## config.mk

```make
export PLATFORM = sky130hd
export DESIGN_NAME = program_loader
export DESIGN_NICKNAME = d
export VERILOG_FILES = /design/src/rtl/program_loader.sv
export SDC_FILE = /design/constraint.sdc
export NUM_CORES = 1
export LEC_CHECK = 0
export CAP_MARGIN = 20
export CELL_PAD_IN_SITES_DETAIL_PLACEMENT = 1
export CELL_PAD_IN_SITES_GLOBAL_PLACEMENT = 1
export CORE_UTILIZATION = 36
export CTS_CLUSTER_SIZE = 16
export DETAILED_ROUTE_END_ITERATION = 6
export GPL_TIMING_DRIVEN = 0
export HOLD_SLACK_MARGIN = 0.08
export PLACE_DENSITY = 0.76
export SLEW_MARGIN = 10
export SYNTH_ARGS = -nofsm -noshare
export SYNTH_HDL_FRONTEND = slang
export SYNTH_SLANG_ARGS = --single-unit
export TNS_END_PERCENT = 5
```

## constraint.sdc

```tcl
create_clock -name clk -period 2.2 [get_ports clk]
set_input_delay 0.44 -clock clk [delete_from_list [all_inputs] [get_ports clk]]
set_output_delay 0.44 -clock clk [all_outputs]
set_load 0.01 [all_outputs]
```

## src/rtl/program_loader.sv

```systemverilog
// program_loader: host-side master of the CPU program-download interface.
// Accepts a framed byte stream over a valid/ready handshake:
//   SYNC_BYTE, LEN_LO, LEN_HI, then 2*N data bytes (each instruction low byte first),
//   then one XOR checksum byte when PROGRAM_LOADER_CHECKSUM_EN is defined.
// Each assembled 16-bit instruction is presented on program_in together with its
// word index on instruction_index; download_program holds the CPU in download mode
// from SYNC acceptance until the frame finishes or fails.
// Optional feature macro: PROGRAM_LOADER_CHECKSUM_EN (default build: no checksum).
module program_loader #(
  parameter int         MAX_WORDS = 1024,
  parameter logic [7:0] SYNC_BYTE = 8'hA5
) (
  input  logic        clk,
  input  logic        reset_n,
  input  logic        start,
  input  logic        byte_valid,
  input  logic [7:0]  byte_data,
  output logic        byte_ready,
  output logic        download_program,
  output logic [31:0] instruction_index,
  output logic [15:0] program_in,
  output logic        busy,
  output logic        done,
  output logic        error
);

  typedef enum logic [2:0] {
    IDLE,
    SYNC,
    LEN_LO,
    LEN_HI,
    DATA_LO,
    DATA_HI,
    CSUM,
    FINISH
  } state_t;

  // Length limit widened by one bit so the comparison never truncates.
  localparam logic [16:0] MAX_LEN = 17'(MAX_WORDS);

  state_t      state_q, state_d;
  logic        dl_q, dl_d;
  logic [15:0] idx_q, idx_d;
  logic [15:0] prog_q, prog_d;
  logic        done_q, done_d;
  logic        error_q, error_d;
  logic [7:0]  len_lo_q, len_lo_d;
  logic [15:0] n_q, n_d;
  logic [15:0] word_cnt_q, word_cnt_d;
  logic [7:0]  low_q, low_d;
`ifdef PROGRAM_LOADER_CHECKSUM_EN
  logic [7:0]  csum_q, csum_d;
`endif

  logic        accept;
  logic [15:0] len_w;
  logic [15:0] word_cnt_inc;

  assign accept       = byte_valid & byte_ready;
  assign len_w        = {byte_data, len_lo_q};
  assign word_cnt_inc = word_cnt_q + 16'd1;

  // State and datapath registers; reset clears everything including the outputs.
  always_ff @(posedge clk) begin
    if (!reset_n) begin
      state_q    <= IDLE;
      dl_q       <= 1'b0;
      idx_q      <= '0;
      prog_q     <= '0;
      done_q     <= 1'b0;
      error_q    <= 1'b0;
      len_lo_q   <= '0;
      n_q        <= '0;
      word_cnt_q <= '0;
      low_q      <= '0;
`ifdef PROGRAM_LOADER_CHECKSUM_EN
      csum_q     <= '0;
`endif
    end else begin
      state_q    <= state_d;
      dl_q       <= dl_d;
      idx_q      <= idx_d;
      prog_q     <= prog_d;
      done_q     <= done_d;
      error_q    <= error_d;
      len_lo_q   <= len_lo_d;
      n_q        <= n_d;
      word_cnt_q <= word_cnt_d;
      low_q      <= low_d;
`ifdef PROGRAM_LOADER_CHECKSUM_EN
      csum_q     <= csum_d;
`endif
    end
  end

  // Frame parser: next-state, handshake and output-update decisions.
  always_comb begin
    state_d    = state_q;
    dl_d       = dl_q;
    idx_d      = idx_q;
    prog_d     = prog_q;
    done_d     = 1'b0;
    error_d    = error_q;
    len_lo_d   = len_lo_q;
    n_d        = n_q;
    word_cnt_d = word_cnt_q;
    low_d      = low_q;
    byte_ready = 1'b0;
`ifdef PROGRAM_LOADER_CHECKSUM_EN
    csum_d     = csum_q;
`endif

    unique case (state_q)
      IDLE: begin
        if (start) begin
          error_d = 1'b0;
          state_d = SYNC;
        end
      end

      SYNC: begin
        byte_ready = 1'b1;
        // Anything other than the marker is silently dropped.
        if (accept && (byte_data == SYNC_BYTE)) begin
          dl_d    = 1'b1;
          state_d = LEN_LO;
        end
      end

      LEN_LO: begin
        byte_ready = 1'b1;
        if (accept) begin
          len_lo_d = byte_data;
          state_d  = LEN_HI;
        end
      end

      LEN_HI: begin
        byte_ready = 1'b1;
        if (accept) begin
          n_d        = len_w;
          word_cnt_d = '0;
`ifdef PROGRAM_LOADER_CHECKSUM_EN
          csum_d     = '0;
`endif
          if (len_w == 16'd0) begin
            // An empty program reports index 0 on completion.
            idx_d = '0;
`ifdef PROGRAM_LOADER_CHECKSUM_EN
            state_d = CSUM;
`else
            state_d = FINISH;
`endif
          end else if ({1'b0, len_w} > MAX_LEN) begin
            error_d = 1'b1;
            dl_d    = 1'b0;
            state_d = IDLE;
          end else begin
            state_d = DATA_LO;
          end
        end
      end

      DATA_LO: begin
        byte_ready = 1'b1;
        if (accept) begin
          low_d   = byte_data;
`ifdef PROGRAM_LOADER_CHECKSUM_EN
          csum_d  = csum_q ^ byte_data;
`endif
          state_d = DATA_HI;
        end
      end

      DATA_HI: begin
        byte_ready = 1'b1;
        if (accept) begin
          // Index and data move together so the cache never sees a mixed pair.
          prog_d     = {byte_data, low_q};
          idx_d      = word_cnt_q;
          word_cnt_d = word_cnt_inc;
`ifdef PROGRAM_LOADER_CHECKSUM_EN
          csum_d     = csum_q ^ byte_data;
`endif
          if (word_cnt_inc == n_q) begin
`ifdef PROGRAM_LOADER_CHECKSUM_EN
            state_d = CSUM;
`else
            state_d = FINISH;
`endif
          end else begin
            state_d = DATA_LO;
          end
        end
      end

      CSUM: begin
`ifdef PROGRAM_LOADER_CHECKSUM_EN
        byte_ready = 1'b1;
        if (accept) begin
          if (byte_data == csum_q) begin
            state_d = FINISH;
          end else begin
            // Words already written stay in the cache; the error flag tells the host.
            error_d = 1'b1;
            dl_d    = 1'b0;
            state_d = IDLE;
          end
        end
`else
        state_d = IDLE;
`endif
      end

      FINISH: begin
        dl_d    = 1'b0;
        done_d  = 1'b1;
        state_d = IDLE;
      end

      default: begin
        state_d = IDLE;
      end
    endcase
  end

  assign busy              = (state_q != IDLE);
  assign download_program  = dl_q;
  assign instruction_index = {16'd0, idx_q};
  assign program_in        = prog_q;
  assign done              = done_q;
  assign error             = error_q;

endmodule

```

==> metrics.log <==
[metrics] Routed Antenna Nets: 0
[metrics] vertical die dimension: 108 um
[metrics] number of primary I/O pins: 65
[metrics] starting density of the core: between 30% and 40%
[metrics] cell type group with the largest total delay on the critical path: simple AND/OR/NAND/NOR gates
[metrics] sequential share of power: between 40% and 50%
[metrics] clock transition at the register clock pins on the worst setup and hold paths after CTS: 0.07 ns
[metrics] worst clock skew: 0.00896 ns
[metrics] setup repair after global routing missed its margin: true
[metrics] CTS Buffer Depth: 2
[metrics] Post-layout nets: 594
[metrics] initial antenna violation count: 0
[metrics] switching power summed over all nets: roughly 900 uW
[metrics] post-DR vias/cell: 5.28
[metrics] number of standard cells in the final layout excluding fillers: between 700 and 800
[metrics] clk_lat worst skew: 0.35 ns
[metrics] maximum number of pins on one net before global-route repair: 17
[metrics] Core ar.: 10900 um^2
[metrics] Post-synth EDFFs: 0
[metrics] fraction of synthesized cell area taken by the top area cell type: between 40% and 50%
[metrics] reg2reg end: state_q[1]
[metrics] delay contributed by the slowest stage of the critical path: 0.50 ns
[metrics] min Tclk post-route: approximately 2.2 ns
[metrics] power density over cell area: 657 nW/um^2
[metrics] number of input and output port buffers inserted: 47
[metrics] portion of the post-synthesis area used by sequential elements: 42.2%
[metrics] worst path buffer plus inverter count: 2
[metrics] detailed-placement wirelength estimate: approximately 9000 um
[metrics] Worst R2R Start: word_cnt_q[9]
[metrics] Worst Setup End Kind: flop
[metrics] maximum net fanout on the critical path: 10
[metrics] ranking of synthesized cells by instance count: sky130_fd_sc_hd__nand2_1, sky130_fd_sc_hd__dfxtp_1, sky130_fd_sc_hd__a21oi_1
[metrics] path type of the worst min-delay path: flop to flop
[metrics] CP Data Required Time: 2.46 ns
[metrics] global-route wire length before repair: ~20000 um
[metrics] Clock Sink Count: 86
[metrics] distinct cell type count of the synthesized netlist: 57
[metrics] cells after synthesis: 507
[metrics] DRC: 0
[metrics] die area: 11800 um^2
[metrics] number of vias in the routed layout: 3831
[metrics] setup slack, reg-to-reg: -0.03 ns
[metrics] static leakage: 1.85 nW
[metrics] first-pass iteration count of the detailed router: 5
[metrics] worst path cell trace: buf_6 -> nand4_1 -> buf_4 -> or4_4 -> xnor2_1 -> nor4_2 -> a41oi_2 -> a221oi_2
[metrics] Least-Margin Pin Slew: ~0.78 ns
[metrics] fraction of layout cells with a size suffix above 1: 14.2%
[metrics] global route overflow: 0
[metrics] internal power consumption: between 2 and 3 mW
[metrics] number of cells on the critical path: 8
[metrics] starting DRC count in detailed routing: 180
[metrics] hold path start: program_in[14]
[metrics] Crit Path Category: flop to flop
[metrics] Placed Cells incl. Taps: roughly 710
[metrics] Wirelength per Cell: between 15 and 20 um
[metrics] via count of the first global-routing pass: 3801
[metrics] Inserted Diodes: 0
[metrics] gp weighted congestion: 0.912
[metrics] violations in the final reports: setup timing
[metrics] max_slew headroom: 48.3%
[metrics] final worst hold slack: 0.453 ns
[metrics] Synth Flop Type: sky130_fd_sc_hd__dfxtp_1
[metrics] overall fraction of global-route tracks in use: roughly 23%
[metrics] slowest cell on the critical path: sky130_fd_sc_hd__or4_4
[metrics] switching power as a share of total power: 26.4%
[metrics] Worst EP arrival: around 2.5 ns
[metrics] share of power burned in the clock network: 43.8%
[metrics] total of endpoints with negative setup slack in the final report: 2
[metrics] final setup margin: -0.0349 ns
[metrics] post-synthesis async set-or-reset flop share: 0%
[metrics] Synthesis Warnings: 0
[metrics] fin util: 47.7%
[metrics] Hold Vio Cnt, Final: 0
[metrics] R2R depth: 8
[metrics] mean instance size in the synthesized netlist: 8.05 um^2
[metrics] overall routed net length: 12800 um
[metrics] clock tree from TritonCTS: done
[metrics] total clock buffers created by CTS: 9
[metrics] Worst Hold Depth: 2
[metrics] run status: finished, violations left
[metrics] hold-fix buffer count after cts: 0
[metrics] Die X-Extent: about 110 um
[metrics] Power Total: 3.42 mW
[metrics] Post-Syn Area: 4080 um^2
[metrics] Slew Viols, Final: 0
[metrics] post-route clock period utilization: 102%
[metrics] Maximum Capacitance Violations: 0
[metrics] top area cells in the synthesized netlist: sky130_fd_sc_hd__dfxtp_1, sky130_fd_sc_hd__nand2_1, sky130_fd_sc_hd__a21oi_1
[metrics] fmax: 447 MHz
[metrics] Placement Rows: 38
[metrics] buffer type at the clock tree root: sky130_fd_sc_hd__clkbuf_16
[metrics] deepest level of the CTS H-tree: 3
[metrics] synthesis-to-layout area growth: 27.6%
[metrics] Synth Register Bits: 86
[metrics] element type at the critical path start: flop
[metrics] largest area contributor in the synthesized netlist: sky130_fd_sc_hd__dfxtp_1
[metrics] largest vdd supply drop: 0.320 mV
[metrics] relative contribution of combinational cells to total power: approximately a tenth
[metrics] count leader, synth: sky130_fd_sc_hd__nand2_1
[metrics] worst slack after detailed placement: -0.641 ns
[metrics] worst min-delay path endpoint: program_in[14]
[metal layers]
metal,track usage [%],routed length [um]
met3,2.89,656
met4,9.46,261
met5,0,0
met2,38.1,6160
met1,29.0,5670
[worst register-to-register path: stages (launching register included)]
cell and delay [ns]:
sky130_fd_sc_hd__dfxtp_1 0.32, sky130_fd_sc_hd__buf_6 0.14, sky130_fd_sc_hd__nand4_1 0.18, sky130_fd_sc_hd__buf_4 0.19, sky130_fd_sc_hd__or4_4 0.50, sky130_fd_sc_hd__xnor2_1 0.17, sky130_fd_sc_hd__nor4_2 0.18, sky130_fd_sc_hd__a41oi_2 0.21
sky130_fd_sc_hd__a221oi_2 0.26
[registers in the layout (all words and copies together), names as in the netlist, 3 cells and up]
name	cells
state_q	3
len_lo_q	8
n_q	16
low_q	8
program_in	16
word_cnt_q	16
idx_q	16
[cells by family after synthesis]
family                     count (synthesis)  share of synthesized area (%)
and+or+nand+nor                          215                           24.8
AOI/OAI and AO/OA                        111                           17.5
DFF                                       86                           42.2
buffers and inverters                     59                           7.54
xor gates and xnor gates                  23                           4.93
muxes                                     11                           2.70
adders and majority gates                  1                          0.306
other                                      1                         0.0919
[what timing repair did]
item                                    CTS  global route
pin swaps                                 3             1
endpoints found under the setup margin   48            22
buffers inserted                          2             0
gates resized for setup                  30            10
[placed cells by master, fill, tap and decap left out, drive strengths merged, types with 2 or more instances in the layout]
cell	instances
nand2b	4
conb	16
mux2i	11
nand4	8
nand3b	4
a21oi	61
a41oi	2
nor4	7
xnor2	17
or2	2
nand3	9
a31oi	2
a211oi	2
buf	29
and2	3
nor2	48
xor2	6
clkbuf	37
nor2b	2
clkinv	3
clkdlybuf4s50	41
or3	4
nor3	10
dfxtp	86
inv	6
o21ai	9
a311oi	4
nand2	99
a22oi	18
dlygate4sd2	5
and3b	3
and3	5
a21o	4
[cell type report]
| cell class | instances | area [um^2] |
|---|---|---|
| Tap cell | 140 | 175 |
| Multi-Input combinational cell | 377 | 2210 |
| Timing Repair Buffer | 49 | 485 |
| Fill cell | 1341 | 5720 |
| Clock buffer | 10 | 239 |
| Clock inverter | 6 | 53.8 |
| Sequential cell | 86 | 1730 |
| Inverter | 4 | 15.0 |
| Buffer | 54 | 302 |
[how the worst max path moves through the flow]
stage | from | endpoint | slack, ns
2_1_floorplan | word_cnt_q[1] | state_q[1] | 0.04
3_3_place_gp | byte_data[3] | idx_q[12] | -0.52
5_1_grt | word_cnt_q[9] | state_q[1] | -0.11
3_5_place_dp | byte_data[1] | idx_q[15] | -0.64
6_report | word_cnt_q[9] | state_q[1] | -0.03
4_1_cts | word_cnt_q[9] | state_q[1] | -0.01
[stage by stage]
step                setup TNS, ns  area (um^2)
floorplan                       0         4150
global placement           -14.08         4790
detailed placement         -17.45         4790
CTS                       -0.0125         5160
global route               -0.292         5210
finish                    -0.0423         5210
[power groups by stage]
stage                     clock network (mW)  logic, mW  registers, mW
after floorplan                            0      0.191           1.63
after global placement                     0      0.306           1.63
after detailed placement                   0      0.314           1.63
after CTS                               1.52      0.315           1.60
after global routing                    1.59      0.351           1.60
final                                   1.50      0.323           1.60
Note: power is estimated with default switching activity, not from simulation.
